$ cat config.mk
export PLATFORM = sky130hd
export DESIGN_NAME = dmem_initiator
export DESIGN_NICKNAME = d
export VERILOG_FILES = /design/src/rtl/dmem_initiator.sv
export SDC_FILE = /design/constraint.sdc
export NUM_CORES = 1
export LEC_CHECK = 0
export ABC_AREA = 1
export BUFFER_PORTS_ARGS = -buffer_cell sky130_fd_sc_hd__buf_2
export CAP_MARGIN = 20
export CELL_PAD_IN_SITES_DETAIL_PLACEMENT = 1
export CELL_PAD_IN_SITES_GLOBAL_PLACEMENT = 1
export CORE_MARGIN = 10
export CORE_UTILIZATION = 31
export CTS_BUF_LIST = sky130_fd_sc_hd__clkbuf_2 sky130_fd_sc_hd__clkbuf_4 sky130_fd_sc_hd__clkbuf_8
export DETAILED_ROUTE_END_ITERATION = 16
export HOLD_SLACK_MARGIN = 0.12
export PLACE_DENSITY_LB_ADDON = 0.3
export SLEW_MARGIN = 20
export SYNTH_ARGS = -nofsm -noshare
export SYNTH_HDL_FRONTEND = slang
export SYNTH_SLANG_ARGS = --single-unit
$ cat constraint.sdc
create_clock -name clk -period 1.6 [get_ports clk]
set_input_delay 0.24 -clock clk [delete_from_list [all_inputs] [get_ports clk]]
set_output_delay 0.24 -clock clk [all_outputs]
set_load 0.01 [all_outputs]
$ cat src/rtl/dmem_initiator.sv
// Single-outstanding load/store initiator between the MEM stage and the stalling data memory port.
// Optional build macro: DMEM_MISALIGN_TRAP_EN turns misaligned half/word requests into errors.
module dmem_initiator #(
  parameter logic [31:0] DMEM_BASE  = 32'h0000_0000,
  parameter logic [31:0] DMEM_LIMIT = 32'h0000_0FFF,
  parameter logic [31:0] MMIO_ADDR  = 32'h0000_2000
) (
  input  logic        clk,
  input  logic        rst_n,
  input  logic        req_valid,
  output logic        req_ready,
  input  logic        req_write,
  input  logic [1:0]  req_size,
  input  logic        req_signed,
  input  logic [31:0] req_addr,
  input  logic [31:0] req_wdata,
  output logic        resp_valid,
  input  logic        resp_ready,
  output logic [31:0] resp_rdata,
  output logic        resp_err,
  output logic [31:0] mem_addr,
  output logic [31:0] mem_write_data,
  output logic        mem_memread,
  output logic        mem_memwrite,
  output logic [3:0]  mem_sign_mask,
  input  logic [31:0] mem_read_data,
  input  logic        mem_clk_stall
);

  typedef enum logic [1:0] {S_IDLE, S_ISSUE, S_WAIT, S_RESP} state_t;

  state_t      state_q, state_d;
  logic        seen_stall_q, seen_stall_d;
  logic        req_ready_d, resp_valid_d, resp_err_d;
  logic [31:0] resp_rdata_d, mem_addr_d, mem_write_data_d;
  logic        mem_memread_d, mem_memwrite_d;
  logic [3:0]  mem_sign_mask_d;

  logic        is_word, is_half, in_range, misalign, accept_ok;
  logic [3:0]  req_mask;

  // Reserved size 2'b11 behaves as a word access.
  assign is_word = req_size[1];
  assign is_half = (req_size == 2'b01);
  assign req_mask = {req_signed & ~req_write & ~is_word, is_word, is_word | is_half, 1'b1};

  // Offset compare keeps a single unsigned test even when DMEM_BASE is zero.
  assign in_range = ((req_addr - DMEM_BASE) <= (DMEM_LIMIT - DMEM_BASE)) ||
                    (req_addr == MMIO_ADDR);

`ifdef DMEM_MISALIGN_TRAP_EN
  assign misalign = (is_half & req_addr[0]) | (is_word & (req_addr[1:0] != 2'b00));
`else
  assign misalign = 1'b0;
`endif

  assign accept_ok = in_range & ~misalign;

  always_ff @(posedge clk or negedge rst_n) begin
    if (!rst_n) begin
      state_q        <= S_IDLE;
      seen_stall_q   <= 1'b0;
      req_ready      <= 1'b1;
      resp_valid     <= 1'b0;
      resp_rdata     <= '0;
      resp_err       <= 1'b0;
      mem_addr       <= '0;
      mem_write_data <= '0;
      mem_memread    <= 1'b0;
      mem_memwrite   <= 1'b0;
      mem_sign_mask  <= '0;
    end else begin
      state_q        <= state_d;
      seen_stall_q   <= seen_stall_d;
      req_ready      <= req_ready_d;
      resp_valid     <= resp_valid_d;
      resp_rdata     <= resp_rdata_d;
      resp_err       <= resp_err_d;
      mem_addr       <= mem_addr_d;
      mem_write_data <= mem_write_data_d;
      mem_memread    <= mem_memread_d;
      mem_memwrite   <= mem_memwrite_d;
      mem_sign_mask  <= mem_sign_mask_d;
    end
  end

  always_comb begin
    state_d          = state_q;
    seen_stall_d     = seen_stall_q;
    req_ready_d      = req_ready;
    resp_valid_d     = resp_valid;
    resp_rdata_d     = resp_rdata;
    resp_err_d       = resp_err;
    mem_addr_d       = mem_addr;
    mem_write_data_d = mem_write_data;
    mem_memread_d    = mem_memread;
    mem_memwrite_d   = mem_memwrite;
    mem_sign_mask_d  = mem_sign_mask;

    unique case (state_q)
      S_IDLE: begin
        req_ready_d = 1'b1;
        if (req_valid) begin
          req_ready_d      = 1'b0;
          mem_addr_d       = req_addr;
          mem_write_data_d = req_wdata;
          mem_sign_mask_d  = req_mask;
          if (accept_ok) begin
            mem_memread_d  = ~req_write;
            mem_memwrite_d = req_write;
            state_d        = S_ISSUE;
          end else begin
            resp_err_d   = 1'b1;
            resp_rdata_d = '0;
            resp_valid_d = 1'b1;
            state_d      = S_RESP;
          end
        end
      end
      // Memory has sampled the strobe on this edge; drop it so it does not re-trigger.
      S_ISSUE: begin
        mem_memread_d  = 1'b0;
        mem_memwrite_d = 1'b0;
        state_d        = S_WAIT;
      end
      S_WAIT: begin
        if (mem_clk_stall) begin
          seen_stall_d = 1'b1;
        end else if (seen_stall_q) begin
          resp_rdata_d = mem_sign_mask[3:0] == 4'b0000 ? '0 :
                         (req_wr_latched() ? '0 : mem_read_data);
          resp_err_d   = 1'b0;
          resp_valid_d = 1'b1;
          seen_stall_d = 1'b0;
          state_d      = S_RESP;
        end
      end
      S_RESP: begin
        if (resp_ready) begin
          resp_valid_d = 1'b0;
          req_ready_d  = 1'b1;
          state_d      = S_IDLE;
        end
      end
      default: state_d = S_IDLE;
    endcase
  end

  // The store/load direction of the in-flight request, remembered from the issued strobe.
  logic wr_q;
  always_ff @(posedge clk or negedge rst_n) begin
    if (!rst_n)                        wr_q <= 1'b0;
    else if (state_q == S_IDLE && req_valid) wr_q <= req_write;
  end

  function automatic logic req_wr_latched();
    return wr_q;
  endfunction

endmodule
==> impl_metrics.json <==
{
  "status": "complete, but fails checks",
  "failed_checks": "negative setup slack",
  "synth_top_cell_by_area": "dfrtp_1",
  "mappedNetlistArea_um2": 4750,
  "cp-end-kind": "register",
  "layout_min_cycle_time_ns": 1.65,
  "antenna_found_initial": 4,
  "finalClockSkew_ns": 0.0152,
  "crit_chain": "inv_2, ha_4, inv_2, or2_4, inv_4, nor2_4, buf_6, clkbuf_16, nand3_4, nand2_2",
  "cp.depth": 10,
  "clockBufferDepth": 2,
  "synth_edf_count": 0,
  "synth-main-ff-cell": "dfrtp_1",
  "highest_layer": "met5",
  "drc": 0,
  "grt.overflow.total": 0,
  "syn_to_final_growth_pct": 59.2,
  "ioPinCount": 210,
  "dp_hpwl_um": 12600,
  "dp_cells": 981,
  "timing.final.crit_share_pct": 103,
  "via_count": 4987,
  "hold_depth": 4,
  "synthTopCellsByCount": "nand2_1, dfrtp_1, nor2_1",
  "worst_slack_ns": -0.0462,
  "synthArstFlopShare_pct": 100,
  "synth_seq_area_share_pct": 57.5,
  "utilization_pct": 50.1,
  "portBuffers": 209,
  "drtPass1Iterations": 4,
  "cp-start-kind": "register",
  "whs_ns": 0.142,
  "wl_met3_um": 1970,
  "required_ns": 1.88,
  "syn_avg_cell_area_um2": 8.04,
  "grt_use_total_pct": 17.9,
  "fillers": 1834,
  "synth.most_common_cell": "nand2_1",
  "ys_ff_latch": 109,
  "wl_met2_um": 9640,
  "rsz0062_at_grt": "true",
  "tritoncts": "yes",
  "die-area_um2": 20700,
  "path_clk_slew_ns": 0.10,
  "pwr_density_cell_nw_per_um2": 1830,
  "drt-wirelength-per-cell_um": 18.2,
  "crit_type": "reg2reg",
  "grt_pass1_wl_um": 29200,
  "drv_slew": 0,
  "ir_drop_mv": 0.758,
  "fin_cells": 1082,
  "final_area_um2": 7560,
  "ant_nets": 0,
  "path_max_fanout": 4,
  "cap_violations": 0,
  "htree_levels": 3,
  "max_stage_delay_ns": 0.42,
  "totalWireLength_um": 19700,
  "pre_cts_slack_ns": -0.144,
  "grt_max_degree": 47,
  "drt-initial-drc-count": 185,
  "finalHoldViolCount": 0,
  "start_util_pct": 31.5,
  "clk_latency_ns": 0.38,
  "critical_path.top_delay_family": "buffers and inverters",
  "dpl_cell_area_um2": 6140,
  "layout-drive-gt1-share_pct": 37.6,
  "setup_violations": 17,
  "place.gp.congestion": 0.826,
  "synth_cells": 591,
  "total_power_mw": 13.8,
  "crit_slowest_cell": "dfrtp_1",
  "crit_buf_inv": 5,
  "yosysWarnings": 0,
  "worstMarginPinSlew_ns": 0.436,
  "cp.arrival_ns": 1.93,
  "synth_area_leaders": "dfrtp_1, nand2_1, nor2_1",
  "clock_sinks": 109,
  "die_h_um": 144,
  "timing.fmax_mhz": 607,
  "tns_ns": -0.242,
  "via_per_inst": 4.61,
  "rows": 45,
  "cts_made_buffers": 9,
  "wl_met1_um": 7740,
  "maxSlewHeadroom_pct": 70.9,
  "synth_top_area_share_pct": 56.9,
  "hold_path_class": "in2reg",
  "nets": 997,
  "coreArea_um2": 15100,
  "p_leak_nw": 4.28,
  "netlist-cell-type-count": 21,
  "syn-num-nets": 701,
  "fp.dieW_um": 144,
  "grt_pass1_vias": 5558,
  "cts-root-buf": "clkbuf_8",
  "rr_worst_depth": 10,
  "path_common_cell": "inv_2"
}
==> cell usage in the layout, fill, tap and decap left out, drive strengths merged <==
| master | instances |
|---|---|
| inv | 56 |
| diode | 2 |
| a21oi | 1 |
| clkinv | 2 |
| dfrtp | 108 |
| nor2 | 58 |
| bufinv | 1 |
| ha | 5 |
| clkbuf | 15 |
| nand4 | 2 |
| o21ai | 20 |
| dlygate4sd3 | 60 |
| or2 | 2 |
| buf | 247 |
| nand2 | 272 |
| nand3 | 42 |
| dfstp | 1 |
==> timing repair <==
action                     4_1_cts  5_1_grt
hold endpoints to repair       166        0
setup endpoints to repair       38       36
pin swaps                        2       27
hold buffers                    60        0
cloned                           4        5
setup buffers                   13        3
gates resized for setup         22       68
==> worst reg2reg max path, delay by kind of cell (launching register included) <==
family	cells	cell delay, ns
AND/OR/NAND/NOR	4	0.43
buffers and inverters	5	0.54
adder cells (fa/ha/maj)	1	0.16
flip-flops	1	0.42
==> cells by family (layout without fill, tap and decap cells) <==
family	after synthesis	after routing	share of synthesized area, %
adders and majority gates	5	5	1.32
AOI/OAI and AO/OA	21	21	2.21
buffers and inverters	83	381	7.48
other	0	2	0
DFF	109	109	57.5
and+or+nand+nor	373	376	31.5
==> flip-flops by register name, indices dropped and copies added, names as in the netlist <==
signal / cells
mem_write_data: 32
wr_q: 1
resp_rdata: 32
resp_valid: 1
seen_stall_q: 1
state_q: 2
mem_memread: 1
mem_sign_mask: 4
mem_memwrite: 1
mem_addr: 32
resp_err: 1
req_ready: 1
==> report_power, final <==
part	switching, mW	internal [mW]
logic	4.25	3.06
registers	0.735	3.97
clock network	0.975	0.848
total	5.96	7.88
==> final cells by class <==
class / count / area [um^2] / share of cell area [%]
Multi-Input combinational cell: 402 / 1980 / 26.2
Sequential cell: 109 / 2730 / 36.1
Timing Repair Buffer: 309 / 2180 / 28.9
Clock buffer: 13 / 166 / 2.20
Tap cell: 188 / 235 / 3.11
Clock inverter: 3 / 43.8 / 0.579
Antenna cell: 2 / 5.00 / 0.0662
Inverter: 56 / 215 / 2.85
==> routing by layer <==
| metal | vias up | GRT usage (%) |
|---|---|---|
| met5 | - | 0 |
| met4 | 4 | 4.62 |
| met3 | 26 | 8.22 |
| met2 | 180 | 29.6 |
| met1 | 2406 | 20.5 |
| li1 | 2371 | - |
==> path summary, 6_finish.rpt <==
path | slack [ns] | end | startpoint
max | -0.05 | resp_rdata[3] | state_q[0]
min | 0.14 | mem_memread | req_write
max reg2reg | -0.05 | resp_rdata[3] | state_q[0]
min reg2reg | 0.48 | resp_rdata[7] | resp_rdata[7]
max in group asynchronous | 0.77 | req_ready | rst_n
min in group asynchronous | 0.39 | mem_write_data[1] | rst_n
Note: power is estimated with default switching activity, not from simulation.
